### config.mk
export PLATFORM = sky130hd
export DESIGN_NAME = uart_rx
export DESIGN_NICKNAME = d
export VERILOG_FILES = /design/src/rtl/uart_pkg.sv /design/src/rtl/uart_rx_sync.sv /design/src/rtl/uart_rx.sv
export SDC_FILE = /design/constraint.sdc
export NUM_CORES = 1
export LEC_CHECK = 0
export BUFFER_PORTS_ARGS = -buffer_cell sky130_fd_sc_hd__buf_4
export CORE_UTILIZATION = 55
export DETAILED_ROUTE_END_ITERATION = 8
export HOLD_SLACK_MARGIN = 0.02
export PLACE_DENSITY = 0.74
export SYNTH_ARGS = -nofsm -noshare
export SYNTH_HDL_FRONTEND = slang
export SYNTH_SLANG_ARGS = --single-unit
### constraint.sdc
create_clock -name i_Clock -period 3.28 [get_ports i_Clock]
set_clock_uncertainty 0.1 [all_clocks]
set_input_delay 0.656 -clock i_Clock [delete_from_list [all_inputs] [get_ports i_Clock]]
set_output_delay 0.656 -clock i_Clock [all_outputs]
set_load 0.1 [all_outputs]
### src/rtl/uart_pkg.sv
// Shared UART definitions: frame geometry, default bit timing and FSM state encoding
// used by both the receiver and the transmitter.
package uart_pkg;

    localparam int DATA_BITS            = 8;
    localparam int DEFAULT_CLKS_PER_BIT = 87;

    typedef enum logic [2:0] {
        ST_IDLE      = 3'd0,
        ST_START_BIT = 3'd1,
        ST_DATA_BIT  = 3'd2,
        ST_STOP_BIT  = 3'd3,
        ST_CLEANUP   = 3'd4
    } uart_state_e;

    // Offset from the start-bit falling edge to the middle of the start bit.
    function automatic logic [7:0] half_bit(input int clks_per_bit);
        return 8'((clks_per_bit - 1) / 2);
    endfunction

endpackage

### src/rtl/uart_rx_sync.sv
// Two-flop synchroniser for an asynchronous single-bit input.
// The reset value is selectable so idle-high lines do not look like a start bit.
module uart_rx_sync #(
    parameter logic RESET_VALUE = 1'b1
) (
    input  logic i_Clock,
    input  logic i_Reset,
    input  logic async_in,
    output logic sync_out
);

    logic meta;

    always_ff @(posedge i_Clock) begin
        if (i_Reset) begin
            meta     <= RESET_VALUE;
            sync_out <= RESET_VALUE;
        end else begin
            meta     <= async_in;
            sync_out <= meta;
        end
    end

endmodule

### src/rtl/uart_rx.sv
// 8N1 UART receiver: qualifies the start bit at mid-bit, samples each data bit at mid-bit,
// checks the stop bit and strobes either a good byte or a framing error.
module uart_rx
    import uart_pkg::*;
#(
    parameter int CLKS_PER_BIT = DEFAULT_CLKS_PER_BIT
) (
    input  logic       i_Clock,
    input  logic       i_Reset,
    input  logic       rx_serial_data,
    output logic       rx_data_valid,
    output logic [7:0] out,
    output logic       rx_active,
    output logic       rx_frame_error
);

    localparam logic [7:0] HALF     = half_bit(CLKS_PER_BIT);
    localparam logic [7:0] LAST     = 8'(CLKS_PER_BIT - 1);
    localparam logic [2:0] LAST_BIT = 3'(DATA_BITS - 1);

    uart_state_e state;
    logic        rx_s;
    logic [7:0]  clk_count;
    logic [2:0]  bit_index;
    logic [7:0]  shift;
    logic        armed;

    uart_rx_sync #(
        .RESET_VALUE(1'b1)
    ) u_sync (
        .i_Clock (i_Clock),
        .i_Reset (i_Reset),
        .async_in(rx_serial_data),
        .sync_out(rx_s)
    );

    // armed is cleared by a framing error so a line stuck low (break) cannot retrigger
    // until it has been seen high again.
    always_ff @(posedge i_Clock) begin
        if (i_Reset) begin
            state          <= ST_IDLE;
            clk_count      <= 8'd0;
            bit_index      <= 3'd0;
            shift          <= 8'd0;
            armed          <= 1'b1;
            out            <= 8'd0;
            rx_data_valid  <= 1'b0;
            rx_frame_error <= 1'b0;
            rx_active      <= 1'b0;
        end else begin
            rx_data_valid  <= 1'b0;
            rx_frame_error <= 1'b0;

            case (state)
                ST_IDLE: begin
                    clk_count <= 8'd0;
                    bit_index <= 3'd0;
                    if (rx_s) begin
                        armed <= 1'b1;
                    end
                    if (armed && !rx_s) begin
                        state     <= ST_START_BIT;
                        rx_active <= 1'b1;
                    end
                end

                ST_START_BIT: begin
                    if (clk_count == HALF) begin
                        clk_count <= 8'd0;
                        if (!rx_s) begin
                            state <= ST_DATA_BIT;
                        end else begin
                            state     <= ST_IDLE;
                            rx_active <= 1'b0;
                        end
                    end else begin
                        clk_count <= clk_count + 8'd1;
                    end
                end

                ST_DATA_BIT: begin
                    if (clk_count == LAST) begin
                        clk_count        <= 8'd0;
                        shift[bit_index] <= rx_s;
                        if (bit_index == LAST_BIT) begin
                            bit_index <= 3'd0;
                            state     <= ST_STOP_BIT;
                        end else begin
                            bit_index <= bit_index + 3'd1;
                        end
                    end else begin
                        clk_count <= clk_count + 8'd1;
                    end
                end

                // Leaving at mid-stop-bit lets a back-to-back start edge be caught.
                ST_STOP_BIT: begin
                    if (clk_count == LAST) begin
                        clk_count <= 8'd0;
                        rx_active <= 1'b0;
                        state     <= ST_CLEANUP;
                        if (rx_s) begin
                            out           <= shift;
                            rx_data_valid <= 1'b1;
                        end else begin
                            rx_frame_error <= 1'b1;
                            armed          <= 1'b0;
                        end
                    end else begin
                        clk_count <= clk_count + 8'd1;
                    end
                end

                ST_CLEANUP: begin
                    state <= ST_IDLE;
                end

                default: begin
                    state     <= ST_IDLE;
                    rx_active <= 1'b0;
                end
            endcase
        end
    end

endmodule
==> Yosys cells after proc, flatten, opt, wreduce, memory -nomap -nowiden <==
Cells that the tools add are included.
{ "word_totals": {"reg_bits": 36, "input_bits": 3, "out_inout_bits": 11, "elab_cells": 76} }
{ "op_classes": {"add_sub_neg": 2, "magnitude_cmp": 2, "eq_ne": 15, "mux": 27, "bitwise_logic": 3, "n_reduce_logical": 16} }
{ "op_table": {"columns": ["cell", "n"], "rows": [
  ["8-bit one-hot mux with 3 select lines", 1],
  ["3-bit two-way mux", 7],
  ["8-bit two-way mux", 2],
  ["2-bit inequality test, second input constant", 6],
  ["3-bit one-hot mux with 4 select lines", 1],
  ["1-bit two-way mux", 10],
  ["5-bit AND reduction", 2],
  ["8-bit by 1-bit adder with 8-bit output, second input constant", 1],
  ["8-bit bitwise mux", 1],
  ["8-bit by 6-bit == test with 1-bit output, second input constant", 1],
  ["8-bit by 7-bit == test with 1-bit output, second input constant", 1],
  ["3-bit by 2-bit == test with 1-bit output, second input constant", 2],
  ["3-bit == test, second input constant", 2],
  ["3-bit one-hot mux with 2 select lines", 1],
  ["3-bit by 4-bit less-than comparator with 1-bit output, second input constant", 1],
  ["2-bit by 1-bit inequality test with 1-bit output, second input constant", 2],
  ["1-bit one-hot mux with 4 select lines", 1],
  ["2-bit AND reduction", 2],
  ["4-bit AND reduction", 1],
  ["2-bit nonzero test", 2],
  ["2-bit OR reduction", 2],
  ["3-bit by 1-bit adder with 3-bit output, second input constant", 1],
  ["1-bit demux with 3-bit select", 1],
  ["3-bit by 1-bit == test with 1-bit output, second input constant", 1],
  ["10 further kinds", 13]
]} }

==> Longest topological paths before layout <==
{ "depth": {"depth_word": 5, "depth_mapped": 8, "ltp_nobuf": 6} }

==> Hierarchy <==
From an unflattened synthesis, not the netlist that was laid out.
{ "hier_totals": {"hier_cells": 182, "hier_area_um2": 1670.4} }
{ "by_module_without_submodules": {"columns": ["module", "instances", "cells_each", "area_per_inst_um2"], "rows": [
  ["uart_rx", 1, 178, 1617.8],
  ["uart_rx_sync", 1, 4, 52.6]
]} }

==> Least setup slack after synthesis <==
Ideal clock, no wire load.
{ "synth_path": {"path_kind": "register -> register", "start": "reg clk_count[0]", "end": "reg out[0]", "setup_time_ns": 0.128, "arrival_time_ns": 1.458, "required_ns": 3.052, "path_slack_ns": 1.595, "stages_incl_launch_ff": 9, "n_path_buf": 2, "synth_period_minus_slack_ns": 1.685, "cell_sequence": "dfxtp_1 inv_1 ha_1 and4bb_1 buf_2 nand4_1 buf_2 mux2i_1 nor2_1"} }
{ "synth_via": {"elab_chain_len": 2} }
{ "synth_lines": {"columns": ["item", "line", "source"], "rows": [
  ["start, declared", "uart_rx.sv:23", "logic [7:0] clk_count;"],
  ["start signal, assigned", "uart_rx.sv:77", "clk_count <= clk_count + 8'd1;"],
  ["start signal, assigned", "uart_rx.sv:92", "clk_count <= clk_count + 8'd1;"],
  ["start signal, assigned", "uart_rx.sv:110", "clk_count <= clk_count + 8'd1;"],
  ["8-bit by 7-bit == test with 1-bit output", "uart_rx.sv:98", "if (clk_count == LAST) begin"],
  ["3-bit AND reduction (no line)", null, null],
  ["end signal, assigned", "uart_rx.sv:103", "out <= shift;"],
  ["end, declared", "uart_rx.sv:12", "output logic [7:0] out,"]
]} }
No other way between the ends.
A chain may end at the register's enable or synchronous reset.

==> Worst setup path after layout <==
{ "layout_path": {"start": "reg clk_count[0]", "end": "reg out[4]"} }
The elaborated chain is that of the path after synthesis.

==> key figures <==
Job
  • Max cap viols: 0

Power
  • Tot Pwr: 0.0007454 W
  • Lkg Pwr: between 0.7 and 0.8 nW
  • Maximum vdd drop: 0.2871 mV
  • Sw power: about 0.00018 W
  • Cell Int Power: 0.0005652 W
  • Flop pwr share: between 60% and 70%
  • Pwr dens: ~410 nW/µm²
  • Comb pwr share: around 6.4%
  • Clock network power share: approximately 33%
  • Switching Share: 24.18%

Clock tree
  • Clock sinks: 36
  • Clock Latency Late Sink: around 0.34 ns
  • Htree depth: 2
  • Clock Tree Buf Depth: 2
  • Inserted Clock Buffers: 5
  • Hold Buf Count CTS: 0
  • # resized after CTS: 0
  • Clk slew on worst S/H paths: about 0.11 ns
  • Clock root buffer master: clkbuf_4
  • Post-CTS setup buffer count: 0
  • TritonCTS clock tree: yes

Routing
  • DRT Pass-1 Iters: 6
  • Via-to-Cell Ratio: around 6.0
  • Vias: 1300
  • Final WL: 3029 µm
  • DRT iter0 DRCs: 35
  • Post-DRT Antenna Nets: 0
  • DR WL/cell: between 10 and 15 µm
  • # DRC: 2

Synth
  • Post-synth EDFFs: 0
  • Mapped cell area: around 1600 µm²
  • Yosys cell types: 43
  • Cells after synthesis: approximately 180
  • Post-synthesis register bit count: 36
  • Ys Warns: 0
  • Synthesized net count: between 150 and 200
  • Async SR Flop Fraction: 0%
  • Register area share after synthesis: 43.77%
  • Mean Syn Cell Area: 9.250 µm²
  • Prevailing post-synth register cell: dfxtp_1

GRT
  • Initial antenna violation count: 0
  • Global-route wire length before repair: between 5000 and 6000 µm
  • Via count of the first global-routing pass: between 1000 and 1500
  • Total GRT Usage: a little over a fifth
  • GR Overflow Total: 0
  • Largest net degree at the start of global routing: 24

Timing
  • RSZ-0062 raised after global routing: false
  • Hold Worst Slack: roughly 0.32 ns
  • Hold Fails Final Rpt: 0
  • Worst-Margin Slew: between 0.6 and 0.7 ns
  • Fin crit share: between 60 and 70%
  • Max Freq: roughly 470 MHz
  • Max-slew violation count: 0
  • TNS Setup: 0 ns
  • Setup violators final: 0
  • Rel. slew slack: 59.01%
  • Tmin final: about 2.1 ns

Worst setup path
  • Critical R2R Capture: out[4]
  • Worst R2R Setup Slack: 1.17 ns
  • Arrival @ worst endpoint: ~2.3 ns
  • Setup CP Type: reg2reg
  • Maximum fanout along the worst path: 9
  • CP endpoint kind: register
  • Crit path required time: roughly 3.4 ns
  • Setup crit start kind: register
  • Worst Reg-to-Reg Cells: 6
  • R2r startpoint: clk_count[0]

Place
  • DP Cell Count: 210
  • Routability cong.: a little under 0.9
  • Port bufs: 13
  • HPWL Detailed: ~2100 µm

Cells and area
  • Share of post-route cells with drive strength above 1: 14.97%
  • # diodes: 0
  • Fill cell count: ~250
  • Synth-to-layout area growth: 9.118%
  • # nets final: approximately 190
  • Layout Cells excl Fill: between 200 and 250

Die
  • Die W: between 50 and 60 µm
  • Rows: 19
  • Die area: 3217 µm²
  • IO Count: 14
  • Starting Density: between 50% and 60%
  • Core footprint: 2805 µm²
  • Die Ht: between 50 and 60 µm

Status
  • Failing checks: design-rule violations
  • Status: finished, violations left

Hold path
  • Hold Path Sink: u_sync.sync_out
  • Hold WC Path Type: reg2reg
  • Hold Path Depth: 1
  • Hold wc startpoint: u_sync.meta
[synthesized netlist by cell type (all sizes together), types with 2 or more instances]
| library cell | count | area, µm² |
|---|---|---|
| a21boi | 2 | 26.28 |
| nor2 | 24 | 90.09 |
| inv | 3 | 11.26 |
| a211oi | 3 | 22.52 |
| nand4b | 2 | 17.52 |
| and3b | 2 | 17.52 |
| nand3 | 5 | 25.02 |
| nor3b | 4 | 35.03 |
| nor2b | 2 | 12.51 |
| buf | 3 | 15.01 |
| ha | 4 | 50.05 |
| o21ai | 4 | 20.01 |
| and4bb | 2 | 25.02 |
| nor3 | 5 | 25.02 |
| mux2i | 15 | 150.1 |
| nand2 | 14 | 52.55 |
| a31oi | 2 | 18.77 |
| o31ai | 6 | 55.05 |
| a21oi | 7 | 35.03 |
| xor2 | 2 | 17.52 |
| clkbuf | 9 | 33.78 |
| dfxtp | 36 | 720.7 |
| xnor2 | 3 | 26.28 |
| or3b | 2 | 17.52 |
| nand4 | 3 | 18.77 |
| nand3b | 2 | 15.01 |
| or2 | 2 | 12.51 |
[power groups by stage]
stage	clock [W]	combinational, W	sequential, W
after global routing	0.000269	0.0000532	0.000454
after CTS	0.000253	0.0000483	0.000453
final	0.000245	0.0000477	0.000453
after floorplan	0	0.0000364	0.000462
after detailed placement	0	0.0000479	0.000463
after global placement	0	0.0000464	0.000462
[flip-flops by register name, indices dropped and copies added (netlist names), 3 cells and up]
name / flops
clk_count: 8
out: 8
shift: 8
bit_index: 3
state: 3
[layout make-up]
| cell class | instances | area [µm²] | area share, % |
|---|---|---|---|
| well taps | 31 | 38.79 | 2.159 |
| clock buffers | 7 | 55.05 | 3.064 |
| repair buffers | 13 | 97.59 | 5.432 |
| clock inverters | 1 | 7.507 | 0.4178 |
| flip-flops and latches | 36 | 720.7 | 40.11 |
| multi-input cells | 127 | 865.8 | 48.19 |
| inverters | 3 | 11.26 | 0.6267 |
[critical path, cell delays in order (launching register included)]
cell and delay [ns]:
dfxtp_1 0.36, inv_1 0.07, ha_1 0.14, and4bb_1 0.38, nand4_1 0.56, mux2i_1 0.35
nor2_1 0.06
[cells by family (layout without fill, tap and decap cells)]
family,Yosys count,in the layout,synth area share [%]
buffers and inverters,15,24,3.647
flip-flops,36,36,43.77
AND/OR/NAND/NOR,73,73,24.01
adder cells (fa/ha/maj),4,4,3.040
multiplexers,15,15,9.118
XOR/XNOR,5,5,2.660
AO/OA/AOI/OAI,30,30,13.75
[worst max path at each step]
stage	startpoint	endpoint	slack (ns)	cells after the start
after floorplan	clk_count[0]	out[0]	1.59	8
after global placement	clk_count[0]	out[4]	1.28	6
after detailed placement	clk_count[0]	out[4]	1.15	6
after CTS	clk_count[0]	out[4]	1.12	6
after global routing	clk_count[0]	out[4]	1.02	6
final	clk_count[0]	out[4]	1.17	6
[per-layer routing]
metal / vias up / global-route usage [%] / part of all wire, %
li1: 651 / - / -
met1: 607 / 24.13 / 45
met5: - / 0 / 0
met4: 0 / 12.86 / 2.9
met3: 10 / 6.682 / 3.5
met2: 32 / 35.37 / 49
[per-stage QoR]
| step | worst slack, ns | utilization, % | area [µm²] |
|---|---|---|---|
| 2_1_floorplan | 1.595 | - | 1647 |
| 3_3_place_gp | 1.285 | 61.82 | 1734 |
| 3_5_place_dp | 1.154 | 61.82 | 1734 |
| 4_1_cts | 1.117 | 64.05 | 1797 |
| 5_1_grt | 1.024 | 64.05 | 1797 |
| 6_report | 1.172 | 64.05 | 1797 |
[placed cells by master, fill, tap and decap left out, types with 4 or more instances in the layout]
master	netlist	layout
dfxtp_1	36	36
nor2_1	24	24
mux2i_1	15	15
nand2_1	14	14
buf_4	0	13
a21oi_1	7	7
nor3_1	5	5
nand3_1	5	5
clkbuf_4	0	5
o31ai_1	4	4
ha_1	4	4
Power figures use the tool's default switching activity.
